===== src/rtl/wts_timer_array_if.sv =====
// Configuration, event and status bundle between the wave table core and its timer array.
// The slave side is the timer array; the master side is the register file and mixer.
interface wts_timer_array_if #(
    parameter int NUM_TIMERS = 2,
    parameter int NUM_CH     = 10,
    parameter int CH_SEL_W   = 4,
    parameter int ADDR_W     = 2,
    parameter int COUNT_W    = 8
) ();
    logic [NUM_CH-1:0]              ch_trigger;
    logic [NUM_CH*ADDR_W-1:0]       ch_address;
    logic [NUM_TIMERS-1:0]          reg_enable;
    logic [NUM_TIMERS-1:0]          reg_oneshot;
    logic [NUM_TIMERS*CH_SEL_W-1:0] reg_channel;
    logic [NUM_TIMERS*ADDR_W-1:0]   reg_match_address;
    logic [NUM_TIMERS*COUNT_W-1:0]  reg_reload;
    logic [NUM_TIMERS-1:0]          reg_irq_mask;
    logic [NUM_TIMERS-1:0]          reg_clear;
    logic [NUM_TIMERS-1:0]          timer_status;
    logic [NUM_TIMERS-1:0]          timer_overrun;
    logic [NUM_TIMERS-1:0]          timer_running;
    logic [NUM_TIMERS*COUNT_W-1:0]  timer_count;
    logic                           nint;

    modport master (
        output ch_trigger, ch_address, reg_enable, reg_oneshot, reg_channel,
               reg_match_address, reg_reload, reg_irq_mask, reg_clear,
        input  timer_status, timer_overrun, timer_running, timer_count, nint
    );

    modport slave (
        input  ch_trigger, ch_address, reg_enable, reg_oneshot, reg_channel,
               reg_match_address, reg_reload, reg_irq_mask, reg_clear,
        output timer_status, timer_overrun, timer_running, timer_count, nint
    );
endinterface


===== src/rtl/wts_timer_array.sv =====
// NUM_TIMERS independent event timers counting wave-position triggers of a selected channel.
// Each timer flags every (reload+1) matching events, with overrun detection and a masked interrupt.
//
// state   | meaning
// IDLE    | stopped, waiting for a rising edge of reg_enable
// RUN     | counting matching events down towards expiry
// DONE    | one-shot expired, held until reg_enable goes low
module wts_timer_array #(
    parameter int NUM_TIMERS = 2,
    parameter int NUM_CH     = 10,
    parameter int CH_SEL_W   = 4,
    parameter int ADDR_W     = 2,
    parameter int COUNT_W    = 8
) (
    input  logic              clk,
    input  logic              nreset,
    wts_timer_array_if.slave  bus
);
    typedef enum logic [1:0] {
        ST_IDLE = 2'd0,
        ST_RUN  = 2'd1,
        ST_DONE = 2'd2
    } state_t;

    state_t                r_state [NUM_TIMERS];
    logic [COUNT_W-1:0]    r_count [NUM_TIMERS];
    logic [NUM_TIMERS-1:0] r_enable_d;
    logic [NUM_TIMERS-1:0] r_status;
    logic [NUM_TIMERS-1:0] r_overrun;
    logic                  r_nint;

    logic [NUM_TIMERS-1:0] w_match;
    logic [NUM_TIMERS-1:0] w_expire;
    logic [NUM_TIMERS-1:0] w_status_next;
    logic [NUM_TIMERS-1:0] w_overrun_next;

    // Selects at or above NUM_CH compare against no channel and so never match.
    always_comb begin
        w_match = '0;
        for (int t = 0; t < NUM_TIMERS; t++) begin
            for (int c = 0; c < NUM_CH; c++) begin
                if (bus.reg_channel[t*CH_SEL_W +: CH_SEL_W] == CH_SEL_W'(c) &&
                    bus.ch_trigger[c] &&
                    bus.ch_address[c*ADDR_W +: ADDR_W] == bus.reg_match_address[t*ADDR_W +: ADDR_W])
                    w_match[t] = 1'b1;
            end
        end
    end

    // Expiry sets status even under a coincident clear; clear always wins for overrun.
    always_comb begin
        w_expire       = '0;
        w_status_next  = '0;
        w_overrun_next = '0;
        for (int t = 0; t < NUM_TIMERS; t++) begin
            w_expire[t]       = (r_state[t] == ST_RUN) && bus.reg_enable[t] &&
                                w_match[t] && (r_count[t] == '0);
            w_status_next[t]  = w_expire[t] | (r_status[t] & ~bus.reg_clear[t]);
            w_overrun_next[t] = ~bus.reg_clear[t] & (r_overrun[t] | (w_expire[t] & r_status[t]));
        end
    end

    always_ff @(posedge clk) begin
        if (!nreset) begin
            for (int t = 0; t < NUM_TIMERS; t++) begin
                r_state[t] <= ST_IDLE;
                r_count[t] <= '0;
            end
            r_enable_d <= '0;
            r_status   <= '0;
            r_overrun  <= '0;
            r_nint     <= 1'b1;
        end else begin
            r_enable_d <= bus.reg_enable;
            r_status   <= w_status_next;
            r_overrun  <= w_overrun_next;
            r_nint     <= ~|(w_status_next & bus.reg_irq_mask);
            for (int t = 0; t < NUM_TIMERS; t++) begin
                if (!bus.reg_enable[t]) begin
                    r_state[t] <= ST_IDLE;
                end else begin
                    case (r_state[t])
                        ST_IDLE: begin
                            if (!r_enable_d[t]) begin
                                r_count[t] <= bus.reg_reload[t*COUNT_W +: COUNT_W];
                                r_state[t] <= ST_RUN;
                            end
                        end
                        ST_RUN: begin
                            if (w_expire[t]) begin
                                if (bus.reg_oneshot[t])
                                    r_state[t] <= ST_DONE;
                                else
                                    r_count[t] <= bus.reg_reload[t*COUNT_W +: COUNT_W];
                            end else if (w_match[t]) begin
                                r_count[t] <= r_count[t] - 1'b1;
                            end
                        end
                        ST_DONE: r_state[t] <= ST_DONE;
                        default: r_state[t] <= ST_IDLE;
                    endcase
                end
            end
        end
    end

    for (genvar t = 0; t < NUM_TIMERS; t++) begin : g_out
        assign bus.timer_running[t]                  = (r_state[t] == ST_RUN);
        assign bus.timer_count[t*COUNT_W +: COUNT_W] = r_count[t];
    end

    assign bus.timer_status  = r_status;
    assign bus.timer_overrun = r_overrun;
    assign bus.nint          = r_nint;
endmodule

===== src/flat_wrapper.sv =====
// flat-port wrapper written by rule: the top's interface ports become plain ports
module wts_timer_array_flat 
#(
    parameter int NUM_TIMERS = 2,
    parameter int NUM_CH     = 10,
    parameter int CH_SEL_W   = 4,
    parameter int ADDR_W     = 2,
    parameter int COUNT_W    = 8
)
  (clk, nreset, bus_ch_trigger, bus_ch_address, bus_reg_enable, bus_reg_oneshot, bus_reg_channel, bus_reg_match_address, bus_reg_reload, bus_reg_irq_mask, bus_reg_clear, bus_timer_status, bus_timer_overrun, bus_timer_running, bus_timer_count, bus_nint);
  wts_timer_array_if #(.NUM_TIMERS(NUM_TIMERS), .NUM_CH(NUM_CH), .CH_SEL_W(CH_SEL_W), .ADDR_W(ADDR_W), .COUNT_W(COUNT_W)) bus_i ();
  input  logic clk;
  input  logic nreset;
  input wire logic [$bits(bus_i.ch_trigger)-1:0] bus_ch_trigger;
  input wire logic [$bits(bus_i.ch_address)-1:0] bus_ch_address;
  input wire logic [$bits(bus_i.reg_enable)-1:0] bus_reg_enable;
  input wire logic [$bits(bus_i.reg_oneshot)-1:0] bus_reg_oneshot;
  input wire logic [$bits(bus_i.reg_channel)-1:0] bus_reg_channel;
  input wire logic [$bits(bus_i.reg_match_address)-1:0] bus_reg_match_address;
  input wire logic [$bits(bus_i.reg_reload)-1:0] bus_reg_reload;
  input wire logic [$bits(bus_i.reg_irq_mask)-1:0] bus_reg_irq_mask;
  input wire logic [$bits(bus_i.reg_clear)-1:0] bus_reg_clear;
  output wire logic [$bits(bus_i.timer_status)-1:0] bus_timer_status;
  output wire logic [$bits(bus_i.timer_overrun)-1:0] bus_timer_overrun;
  output wire logic [$bits(bus_i.timer_running)-1:0] bus_timer_running;
  output wire logic [$bits(bus_i.timer_count)-1:0] bus_timer_count;
  output wire logic [$bits(bus_i.nint)-1:0] bus_nint;
  assign bus_i.ch_trigger = bus_ch_trigger;
  assign bus_i.ch_address = bus_ch_address;
  assign bus_i.reg_enable = bus_reg_enable;
  assign bus_i.reg_oneshot = bus_reg_oneshot;
  assign bus_i.reg_channel = bus_reg_channel;
  assign bus_i.reg_match_address = bus_reg_match_address;
  assign bus_i.reg_reload = bus_reg_reload;
  assign bus_i.reg_irq_mask = bus_reg_irq_mask;
  assign bus_i.reg_clear = bus_reg_clear;
  assign bus_timer_status = bus_i.timer_status;
  assign bus_timer_overrun = bus_i.timer_overrun;
  assign bus_timer_running = bus_i.timer_running;
  assign bus_timer_count = bus_i.timer_count;
  assign bus_nint = bus_i.nint;
  wts_timer_array #(.NUM_TIMERS(NUM_TIMERS), .NUM_CH(NUM_CH), .CH_SEL_W(CH_SEL_W), .ADDR_W(ADDR_W), .COUNT_W(COUNT_W)) u_core (.clk(clk), .nreset(nreset), .bus(bus_i));
endmodule

===== config.mk =====
export PLATFORM = sky130hd
export DESIGN_NAME = wts_timer_array_flat
export DESIGN_NICKNAME = d
export VERILOG_FILES = /design/src/rtl/wts_timer_array_if.sv /design/src/rtl/wts_timer_array.sv /design/src/flat_wrapper.sv
export SDC_FILE = /design/constraint.sdc
export NUM_CORES = 1
export LEC_CHECK = 0
export CAP_MARGIN = 5
export CORE_AREA = 2 2 78 80
export CTS_BUF_LIST = sky130_fd_sc_hd__clkbuf_4 sky130_fd_sc_hd__clkbuf_8
export DETAILED_ROUTE_END_ITERATION = 10
export DIE_AREA = 0 0 80 82
export HOLD_SLACK_MARGIN = 0.08
export PLACE_DENSITY = 0.83
export SYNTH_ARGS = -nofsm -noshare
export SYNTH_HDL_FRONTEND = slang
export SYNTH_SLANG_ARGS = --single-unit
export TNS_END_PERCENT = 100

===== constraint.sdc =====
create_clock -name clk -period 4.3 [get_ports clk]
set_clock_uncertainty 0.2 [all_clocks]
set_input_delay 1.29 -clock clk [delete_from_list [all_inputs] [get_ports clk]]
set_output_delay 1.29 -clock clk [all_outputs]
set_load 0.01 [all_outputs]

==> impl_results.md, run 1 <==
* DRC violation count after routing at 0
* Largest cells by area after synthesis: sky130_fd_sc_hd__edfxtp_1 26%, sky130_fd_sc_hd__xnor2_1 8.4%, sky130_fd_sc_hd__xor2_1 8.0%, sky130_fd_sc_hd__dfxtp_1 6.1%, sky130_fd_sc_hd__nor2_1 4.3%
* Number of gates resized after cts at 0
* Number of synthesized register bits at 27
* Largest driver fanout on the critical path at 9
* Number of primary I/O pins at 91
* Hold-fix buffers at CTS at 0
* Clock Tree Buf Depth at 2
* Synth warnings at 0
* HP Class: flip-flop to flip-flop
* Layout cells sized above 1 at 0.0873
* Utilization after layout at 0.591
* Number of global-route vias before repair at 2251
* Combinational family with the most area after synthesis: simple AND/OR/NAND/NOR gates
* Sequential element share of the synthesized area at 0.323
* Setup TNS at 0 ns
* Post-CTS Setup Repair Bufs at 0
* Area of the multi-input gates at 1470 um2
* Worst Setup Path Type: primary input to flip-flop
* Mapped Cells at 257
* Placed wire-length estimate after detailed placement at 5300 um
* Tcrit/Tclk final at 0.912
* Aggregate global-route resource usage at 0.195
* Count of different cell masters after synthesis at 54
* Total non-filler cell area in the finished layout at 3390 um2
* Xor and xnor area share after synthesis at 0.164
* Count of non-filler cells in the finished layout at 430
* Mean number of vias per cell at 5.21
* Overall overflow remaining after global route at 0
* Sequential Area at 741 um2
* FFs w/ async S/R, synth at 0
* First-pass GRT wire length at 10000 um
* Total number of vias at 2240
* Die W at 80 um
* Ys flop type: sky130_fd_sc_hd__edfxtp_1
* Result of the run: finished clean
* Share of synthesized cell area in full adder, half adder and majority cells at 0.0109
* Upper clock frequency limit at 0.255 GHz
* Leak pwr at 1.30 nW
* Total setup violations reported at the end of the flow at 0
* Share of the synthesized area in the top cell type at 0.262
* Final routed wire length divided by cell count at 14.9 um
* EDFF count, synth at 20
* Net count, final at 426
* Row count at 28
* Count of clock tree sinks at 27
* WP data arrival at 3.74 ns
* RePlAce Congestion at 0.940
* RSZ-0062 raised after global routing: no
* CTS H-Tree Depth at 1
* Required time of the critical path at 4.11 ns
* Post-synthesis simple-gate area fraction at 0.274
* Power density cells at 216 nW/um2
* Net Count, Synth at 327
* CTS tree: yes
* Count of maximum capacitance violations at 0
* Die area at 6560 um2
* Slew at the pin closest to its max-slew limit at 0.536 ns
* Series of cell instances along the critical path: clkdlybuf4s50_1, buf_4, xnor2_1, nand4_1, a21boi_0, or4_4, o31ai_2, and2_1, o22ai_1
* Detail Route Antenna Nets at 0
* Antenna Cells at 0
* Reg clk slew, reported paths at 0.09 ns
* Portion of netlist area occupied by mux cells at 0.0349
* Count of input and output buffers at 90
* Die H at 82 um
* Detailed-routing iteration count for the pre-antenna-repair pass at 4
* Peak ir drop on the vdd network at 0.112 mV
* Violation count after the first detailed-route iteration at 105
* Pin count of the biggest net entering global routing at 16
* Complex-gate fraction of the synthesized area at 0.153
* Initial Util at 0.400
* CP top delay family: simple AND/OR/NAND/NOR gates
* Mean instance size in the synthesized netlist at 8.93 um2
* Filler instances at 518
* Antenna violations before repair at 0
* Wire length reported by the detailed router at 6390 um
* Post-place instance area at 3350 um2
* Clock insertion delay at the later pin of the skew report at 0.27 ns
* Worst slew margin relative to its limit at 0.642
* Num CTS Buffers at 3
* Post-route minimum period at 3.92 ns
* Placeable core region at 5750 um2
* Library cell occupying the most area in the post-synthesis netlist: sky130_fd_sc_hd__edfxtp_1
* Slowest Stage Delay on Critical Path at 0.69 ns
* Max-slew violation total from the final report at 0
* Fin. Hold Viols at 0
* Worst path slowest cell: sky130_fd_sc_hd__clkdlybuf4s50_1
* Number of placed instances with taps included at 426
* Setup crit start kind: primary input
* Nature of the critical path endpoint: flip-flop
* Synth-to-Final Area Change at 47.8%
* CP Buf/Inv Count at 2
* CTS Root Cell: sky130_fd_sc_hd__clkbuf_8
* Synth Cell Area at 2300 um2
-- worst reg2reg max path, stage by stage (launching register included) --
cell and delay, ns:
sky130_fd_sc_hd__edfxtp_1 0.43, sky130_fd_sc_hd__inv_1 0.10, sky130_fd_sc_hd__ha_1 0.18, sky130_fd_sc_hd__nor3b_1 0.47
sky130_fd_sc_hd__nand3_1 0.23, sky130_fd_sc_hd__nor2b_1 0.21, sky130_fd_sc_hd__or3b_2 0.20, sky130_fd_sc_hd__nand2_1 0.09
sky130_fd_sc_hd__buf_4 0.18, sky130_fd_sc_hd__a22o_2 0.22
-- path summary, 6_finish.rpt --
path         slack [ns]                                endpoint                                   from  cells past startpoint
max                0.38          u_core.r_count[1][6]$_DFFE_PP_               bus_reg_match_address[1]                      9
min                0.36  u_core.bus.timer_overrun[1]$_SDFF_PN0_  u_core.bus.timer_status[1]$_SDFF_PN0_                      2
max reg2reg        1.57          u_core.r_count[1][4]$_DFFE_PP_         u_core.r_count[1][0]$_DFFE_PP_                      9
min reg2reg        0.36  u_core.bus.timer_overrun[1]$_SDFF_PN0_  u_core.bus.timer_status[1]$_SDFF_PN0_                      2
-- final cells by class --
class                   instances  area share
repair buffers                101       0.297
clock inverters                 1     0.00147
well taps                      75      0.0276
multi-input cells             213       0.432
inverters                      10      0.0111
clock buffers                   3      0.0122
flip-flops and latches         27       0.218
-- Yosys cell counts, types with 2 or more instances --
cell type	number
sky130_fd_sc_hd__buf_2	2
sky130_fd_sc_hd__o31ai_1	2
sky130_fd_sc_hd__o211ai_1	2
sky130_fd_sc_hd__nand3b_1	3
sky130_fd_sc_hd__o21ai_0	2
sky130_fd_sc_hd__buf_6	3
sky130_fd_sc_hd__or2_1	3
sky130_fd_sc_hd__nand2_1	20
sky130_fd_sc_hd__dfxtp_1	7
sky130_fd_sc_hd__xnor2_1	22
sky130_fd_sc_hd__and2_1	5
sky130_fd_sc_hd__a31oi_1	3
sky130_fd_sc_hd__o2bb2ai_1	2
sky130_fd_sc_hd__nand2b_1	4
sky130_fd_sc_hd__xor2_1	21
sky130_fd_sc_hd__edfxtp_1	20
sky130_fd_sc_hd__nand4_1	5
sky130_fd_sc_hd__ha_1	2
sky130_fd_sc_hd__inv_1	10
sky130_fd_sc_hd__nor4_1	5
sky130_fd_sc_hd__nand4bb_1	2
sky130_fd_sc_hd__nand3_1	11
sky130_fd_sc_hd__nor3_1	10
sky130_fd_sc_hd__a22o_2	3
sky130_fd_sc_hd__a211oi_1	2
sky130_fd_sc_hd__and3_1	3
sky130_fd_sc_hd__o22ai_1	4
sky130_fd_sc_hd__mux2i_1	8
sky130_fd_sc_hd__or3b_2	3
sky130_fd_sc_hd__nor2_1	26
sky130_fd_sc_hd__nor3b_1	3
sky130_fd_sc_hd__a21oi_1	5
sky130_fd_sc_hd__or4_4	2
sky130_fd_sc_hd__o32ai_1	2
sky130_fd_sc_hd__a22o_1	4
sky130_fd_sc_hd__nor2b_1	7
sky130_fd_sc_hd__or3_1	2
-- layout by cell type, fill, tap and decap left out, drive strengths merged, types with 10 or more instances in the layout --
cell type | Yosys | layout
buf | 6 | 11
nor2 | 26 | 26
nor3 | 10 | 10
nand2 | 20 | 20
xnor2 | 22 | 22
xor2 | 21 | 21
nand3 | 11 | 11
inv | 10 | 10
clkdlybuf4s50 | 0 | 90
edfxtp | 20 | 20
-- per-layer routing --
layer | GRT usage | part of all wire | routed length (um)
met1 | 0.220 | 0.42 | 2650
met3 | 0.0385 | 0.069 | 441
met4 | 0.0814 | 0.023 | 150
met5 | 0 | 0 | 0
met2 | 0.357 | 0.49 | 3140
-- per-stage QoR --
step | hold WS, ns | total power, mW | worst slack, ns
after global placement | 0.335 | 0.588 | 0.0903
after CTS | 0.363 | 0.733 | 0.383
after global routing | 0.382 | 0.770 | 0.213
after detailed placement | 0.343 | 0.592 | 0.0954
final | 0.362 | 0.733 | 0.377
after floorplan | 0.337 | 0.453 | 0.0887
-- sequential cells by signal, summed over array words and instances, names as in the netlist --
signal / cells
u_core.r_enable_d: 2
u_core.bus.timer_overrun: 2
u_core.r_state: 4
u_core.bus.timer_status: 2
u_core.bus.nint: 1
u_core.r_count: 16
-- logic make-up after synthesis --
| group | after synthesis |
|---|---|
| simple gates | 117 |
| compound gates | 43 |
| xor+xnor | 43 |
| flops | 27 |
| buf+inv | 17 |
| mux | 8 |
| fa+ha+maj | 2 |
-- report_power, final --
part	switching [mW]	internal, mW
combinational	0.114	0.149
sequential	0.0201	0.304
clock	0.0811	0.0649
Note: power is estimated with default switching activity, not from simulation.
==> run 2, diff against run 1 <==
--- a/config.mk
+++ b/config.mk
@@ -8,8 +8,9 @@
 export CAP_MARGIN = 5
-export CORE_AREA = 2 2 78 80
+export CORE_AREA = 2 2 79 81
 export CTS_BUF_LIST = sky130_fd_sc_hd__clkbuf_4 sky130_fd_sc_hd__clkbuf_8
 export DETAILED_ROUTE_END_ITERATION = 10
-export DIE_AREA = 0 0 80 82
+export DIE_AREA = 0 0 81 83
 export HOLD_SLACK_MARGIN = 0.08
-export PLACE_DENSITY = 0.83
+export PLACE_DENSITY = 0.81
+export SLEW_MARGIN = 20
 export SYNTH_ARGS = -nofsm -noshare
==> constraint.sdc (replaced) <==
create_clock -name clk -period 4.3 [get_ports clk]
set_clock_uncertainty 0.2 [all_clocks]
set_input_delay 0.86 -clock clk [delete_from_list [all_inputs] [get_ports clk]]
set_output_delay 0.86 -clock clk [all_outputs]
set_load 0.01 [all_outputs]
==> impl_results.md, run 2 (synthesis results as in run 1) <==
* Result of the run: finished clean
* Most common cell after layout, fill and taps aside: sky130_fd_sc_hd__clkdlybuf4s50_1
* Portion of total power attributed to combinational logic at 0.354 (-0.005)
* Hold-fix buffers at CTS at 0 (unchanged)
* Leak pwr at 1.25 nW (-3.3%)
* Clock insertion delay at the later pin of the skew report at 0.27 ns (about the same)
* Row count at 28 (unchanged)
* Net switching component of the power at 214 uW (-0.55%)
* Max-slew violation total from the final report at 0 (unchanged)
* Cell internal pwr at 514 uW (-0.75%)
* Wire length reported by the detailed router at 6250 um (-2.2%)
* DRC violation count after routing at 0 (unchanged)
* Slowest Stage Delay on Critical Path at 0.86 ns (+0.17 ns)
* Area of the multi-input gates at 1470 um2 (unchanged)
* Highest-count cells in the layout ignoring fill and taps: 90 x sky130_fd_sc_hd__clkdlybuf4s50_1, 26 x sky130_fd_sc_hd__nor2_1, 22 x sky130_fd_sc_hd__xnor2_1
* Net count, final at 420 (-1.4%)
* Series of cell instances along the critical path: clkdlybuf4s50_1, xnor2_1, nand4_1, o31ai_1, or4_4, o31ai_2, and2_1, o22ai_1
* Required time of the critical path at 4.11 ns (about the same)
* Final routed wire length divided by cell count at 14.7 um (-0.84%)
* Most flop-heavy register: u_core.r_count
* Number of primary I/O pins at 91 (unchanged)
* Count of maximum capacitance violations at 0 (unchanged)
* Worst min-delay path endpoint: u_core.bus.timer_overrun[1]$_SDFF_PN0_
* Number of global-route vias before repair at 2273 (+0.98%)
* Pin count of the biggest net entering global routing at 17 (+1)
* Violation count after the first detailed-route iteration at 87 (-17%)
* Die area at 6720 um2 (+2.5%)
* Fraction of power spent switching nets at 0.294 (+0.000418)
* Detailed-routing iteration count for the pre-antenna-repair pass at 4 (unchanged)
* Capture instance of the worst register-to-register path: u_core.r_count[1][4]$_DFFE_PP_
* Slew at the pin closest to its max-slew limit at 0.618 ns (+0.0822 ns)
* RePlAce Congestion at 0.941 (about the same)
* Worst-case register-to-register setup slack at 1.48 ns (-0.09 ns)
* Detail Route Antenna Nets at 0 (unchanged)
* Die H at 83 um (+1.2%)
* Worst path slowest cell: sky130_fd_sc_hd__clkdlybuf4s50_1
* Clock Tree Buf Depth at 2 (unchanged)
* Count of clock tree sinks at 27 (unchanged)
* Post-route minimum period at 3.79 ns (-0.133 ns)
* Largest driver fanout on the critical path at 12 (+3)
* Aggregate global-route resource usage at 0.191 (-0.00389)
* Hold slack final at 0.349 ns (-0.0123 ns)
* Power density cells at 219 nW/um2 (+1.3%)
* Number of gates resized after cts at 0 (unchanged)
* CTS Root Cell: sky130_fd_sc_hd__clkbuf_8
* Post-CTS Setup Repair Bufs at 0 (unchanged)
* Overall overflow remaining after global route at 0 (unchanged)
* CTS tree: yes
* Placeable core region at 5820 um2 (+1.2%)
* Tcrit/Tclk final at 0.881 (-0.0310)
* Mean number of vias per cell at 5.33 (+2.4%)
* Biggest registers after layout: u_core.r_count (16), u_core.r_state (4)
* Total setup violations reported at the end of the flow at 0 (unchanged)
* CTS H-Tree Depth at 1 (unchanged)
* Initial Util at 0.395 (-0.00481)
* Clock network fraction of design power at 0.202 (+0.003)
* Nature of the critical path endpoint: flip-flop
* Upper clock frequency limit at 0.264 GHz (+3.5%)
* Peak ir drop on the vdd network at 0.131 mV (+17%)
* Setup crit start kind: primary input
* Worst hold stages at 2 (unchanged)
* Fin. Hold Viols at 0 (unchanged)
* Placed wire-length estimate after detailed placement at 5130 um (-3.2%)
* Worst Hold Launch: u_core.bus.timer_overrun[1]$_SDFF_PN0_
* Filler instances at 555 (+7.1%)
* Antenna violations before repair at 0 (unchanged)
* Sequential Area at 741 um2 (unchanged)
* Synth-to-Final Area Change at 44.9%
* Reg clk slew, reported paths at 0.09 ns (about the same)
* Die W at 81 um (+1.3%)
* Layout cells sized above 1 at 0.0716 (-0.0157)
* Count of input and output buffers at 90 (unchanged)
* First-pass GRT wire length at 10400 um (+3.2%)
* Proportion of power drawn by flip-flops and latches at 0.444 (+0.002)
* Setup TNS at 0 ns (unchanged)
* WP data arrival at 3.60 ns (-0.14 ns)
* Worst setup path startpoint: bus_reg_match_address[1]
* Antenna Cells at 0 (unchanged)
* Num CTS Buffers at 3 (unchanged)
* Total number of vias at 2261 (+0.94%)
* RSZ-0062 raised after global routing: no
* Max FFs per register at 16 (unchanged)
* HP Class: flip-flop to flip-flop
* Worst Setup Path Type: primary input to flip-flop
* Number of cells traversed by the worst register-to-register path at 9 (unchanged)
* R2R Path Start: u_core.r_count[1][0]$_DFFE_PP_
* Worst slew margin relative to its limit at 0.586 (-0.0553)
[run 2: cell types whose count changed in the layout (fill, tap and decap cells not counted), sizes merged]
cell	before	now
buf	11	5
clkinv	1	0
clkinvlp	0	1
[run 2: worst max path at each step]
stage                                                     to  slack [ns]
after detailed placement      u_core.r_count[1][6]$_DFFE_PP_        0.22
final                         u_core.r_count[1][6]$_DFFE_PP_        0.51
after global placement        u_core.r_count[1][6]$_DFFE_PP_        0.30
after CTS                     u_core.r_count[1][6]$_DFFE_PP_        0.51
after global routing          u_core.r_count[1][6]$_DFFE_PP_        0.38
after floorplan           u_core.r_count[0][0]$_SDFFCE_PP0P_        0.52
[run 2: per-stage QoR]
stage,cells,power (mW),cell area [um2],setup slack [ns],util
floorplan,257,0.453,2300,0.519,-
global placement,420,0.581,3280,0.299,0.564
detailed placement,420,0.586,3280,0.216,0.564
CTS,424,0.731,3330,0.510,0.572
global route,424,0.771,3330,0.383,0.572
finish,424,0.728,3330,0.510,0.572
[run 2: final cells by class]
cell class	instances	share of cell area
Tap cell	75	0.0282
Timing Repair Buffer	95	0.282
Clock inverter	1	0.00226
Multi-Input combinational cell	213	0.441
Inverter	10	0.0113
Sequential cell	27	0.223
Clock buffer	3	0.0124
[run 2: worst max-delay path: cells and delay by family]
kind                      cells  cell delay (ns)
buffers and inverters         1             0.86
xor gates and xnor gates      1             0.15
AOI/OAI and AO/OA             3             0.63
and+or+nand+nor               3             1.09
[run 2: routing by layer]
metal	up-vias	part of all wire	GRT usage
met4	0	0.024	0.0632
met5	-	0	0
met1	1039	0.42	0.231
met2	86	0.50	0.338
met3	14	0.063	0.0293
li1	1122	-	-
[run 2: power by group through the flow]
stage	clock [mW]	sequential [mW]	combinational (mW)
6_report	0.147	0.323	0.258
5_1_grt	0.162	0.326	0.282
4_1_cts	0.149	0.323	0.258
3_5_place_dp	0	0.329	0.257
3_3_place_gp	0	0.328	0.253
2_1_floorplan	0	0.333	0.120
==> run 3, diff against run 2 <==
Settings changed: PLACE_DENSITY 0.81 to 0.78, REMOVE_ABC_BUFFERS from default to 1.
Clock period 4.3 ns to 4.7 ns, I/O delays scaled along.
==> impl_results.md, run 3 (synthesis results as in run 1) <==
* Result of the run: finished clean
* Die area at 6720 um2 (unchanged)
* Violation count after the first detailed-route iteration at 211 (+140%)
* Antenna violations before repair at 0 (unchanged)
* Capture instance of the worst register-to-register path: u_core.r_count[1][3]$_DFFE_PP_
* Post-CTS Setup Repair Bufs at 0 (unchanged)
* Die W at 81 um (unchanged)
* Number of placed instances with taps included at 418 (-0.48%)
* Pin count of the biggest net entering global routing at 16 (-1)
* Aggregate global-route resource usage at 0.199 (+0.00794)
* Upper clock frequency limit at 0.265 GHz
* Worst slew margin relative to its limit at 0.569 (-0.0170)
* R2R Path Start: u_core.r_count[1][0]$_DFFE_PP_
* Total setup violations reported at the end of the flow at 0 (unchanged)
* Required time of the critical path at 4.51 ns (+0.40 ns)
* Tcrit/Tclk final at 0.804
* Num CTS Buffers at 3 (unchanged)
* CTS Root Cell: sky130_fd_sc_hd__clkbuf_8
* Setup TNS at 0 ns (unchanged)
* Biggest registers after layout: u_core.r_count (16), u_core.r_state (4)
* Max FFs per register at 16 (unchanged)
* PnR Total Power at 663 uW (-8.9%)
* HP Class: flip-flop to flip-flop
* Power density cells at 200 nW/um2 (-8.4%)
* Count of maximum capacitance violations at 0 (unchanged)
* Reg clk slew, reported paths at 0.09 ns (about the same)
* Hold-fix buffers at CTS at 0 (unchanged)
* Initial Util at 0.395 (unchanged)
* Slew at the pin closest to its max-slew limit at 0.644 ns (+0.0254 ns)
* Highest-count cells in the layout ignoring fill and taps: 90 x sky130_fd_sc_hd__clkdlybuf4s50_1, 26 x sky130_fd_sc_hd__nor2_1, 22 x sky130_fd_sc_hd__xnor2_1
* Number of cells traversed by the worst register-to-register path at 9 (unchanged)
* Nature of the critical path endpoint: flip-flop
* Layout cells sized above 1 at 0.0663 (-0.00535)
* Worst hold stages at 2 (unchanged)
* Worst Hold Launch: u_core.bus.timer_overrun[1]$_SDFF_PN0_
* Worst min-delay path endpoint: u_core.bus.timer_overrun[1]$_SDFF_PN0_
* Setup crit start kind: primary input
* First-pass GRT wire length at 10600 um (+2.6%)
* Net count, final at 418 (-0.48%)
* Leak pwr at 1.25 nW (-0.47%)
* Max-slew violation total from the final report at 0 (unchanged)
* Overall overflow remaining after global route at 0 (unchanged)
* Detailed-routing iteration count for the pre-antenna-repair pass at 4 (unchanged)
* Worst Setup Path Type: primary input to flip-flop
* CTS H-Tree Depth at 1 (unchanged)
* Detail Route Antenna Nets at 0 (unchanged)
* Mean number of vias per cell at 5.34 (+0.16%)
* Fin. Hold Viols at 0 (unchanged)
* Worst-case register-to-register setup slack at 1.81 ns (+0.33 ns)
* Number of primary I/O pins at 91 (unchanged)
* Number of gates resized after cts at 0 (unchanged)
* Antenna Cells at 0 (unchanged)
* RSZ-0062 raised after global routing: no
* Worst setup path startpoint: bus_reg_match_address[1]
* Final routed wire length divided by cell count at 15.5 um (+5.5%)
* Setup ws final at 0.921 ns (+0.411 ns)
* Number of global-route vias before repair at 2264 (-0.40%)
* Count of clock tree sinks at 27 (unchanged)
* Placed wire-length estimate after detailed placement at 5490 um (+7.0%)
* Row count at 28 (unchanged)
* Die H at 83 um (unchanged)
* Placeable core region at 5820 um2 (unchanged)
* DRC violation count after routing at 0 (unchanged)
* Clock insertion delay at the later pin of the skew report at 0.28 ns (about the same)
* Most common cell after layout, fill and taps aside: sky130_fd_sc_hd__clkdlybuf4s50_1
* Post-route minimum period at 3.78 ns
* WP data arrival at 3.59 ns (about the same)
* Peak ir drop on the vdd network at 0.105 mV (-20%)
* Total number of vias at 2254 (-0.31%)
* Count of non-filler cells in the finished layout at 422 (-0.47%)
* Pre-CTS setup slack at 0.613 ns (+0.397 ns)
* CTS tree: yes
* Largest driver fanout on the critical path at 12 (unchanged)
* Clock Tree Buf Depth at 2 (unchanged)
* Most flop-heavy register: u_core.r_count
* RePlAce Congestion at 0.925 (-1.7%)
* Count of input and output buffers at 90 (unchanged)
* Wire length reported by the detailed router at 6560 um (+5.0%)
* Synth-to-Final Area Change at 44.1%
==> run 3: metrics by stage <==
stage	utilization	hold slack [ns]	cell area, um2
2_1_floorplan	-	0.337	2240
3_3_place_gp	0.561	0.324	3260
3_5_place_dp	0.561	0.337	3260
4_1_cts	0.569	0.363	3310
5_1_grt	0.569	0.413	3310
6_report	0.569	0.360	3310
==> run 3: cell type report <==
| class | instances | area (um2) |
|---|---|---|
| clock buffers | 3 | 41.3 |
| clock inverters | 1 | 5.00 |
| fillers | 550 | 2510 |
| inverters | 10 | 37.5 |
| multi-input cells | 213 | 1470 |
| flip-flops and latches | 27 | 741 |
| well taps | 75 | 93.8 |
| repair buffers | 93 | 923 |
==> run 3: worst max path at each step <==
stage / endpoint / cells past startpoint
after floorplan: u_core.r_count[0][0]$_SDFFCE_PP0P_ / 6
after global placement: u_core.r_count[1][6]$_DFFE_PP_ / 8
after detailed placement: u_core.r_count[1][6]$_DFFE_PP_ / 8
after CTS: u_core.r_count[1][6]$_DFFE_PP_ / 8
after global routing: u_core.r_count[1][6]$_DFFE_PP_ / 8
final: u_core.r_count[1][6]$_DFFE_PP_ / 8
==> run 3: critical path, cell delays in order <==
cell and delay, ns:
sky130_fd_sc_hd__clkdlybuf4s50_1 0.88, sky130_fd_sc_hd__xnor2_1 0.16, sky130_fd_sc_hd__nand4_1 0.12, sky130_fd_sc_hd__o41ai_1 0.08
sky130_fd_sc_hd__or4_4 0.56, sky130_fd_sc_hd__o31ai_2 0.33, sky130_fd_sc_hd__and2_1 0.39, sky130_fd_sc_hd__o22ai_1 0.13
==> run 3: report_power, final <==
part / internal [mW] / switching [mW]
Clock: 0.0594 / 0.0704
Sequential: 0.278 / 0.0190
Combinational: 0.131 / 0.106
Total: 0.468 / 0.195
==> run 3: metal layers <==
metal	wire length (um)	GRT usage	vias up
li1	-	-	1119
met1	2660	0.244	1023
met2	3230	0.348	102
met3	543	0.0370	10
met4	120	0.0555	0
met5	0	0	-
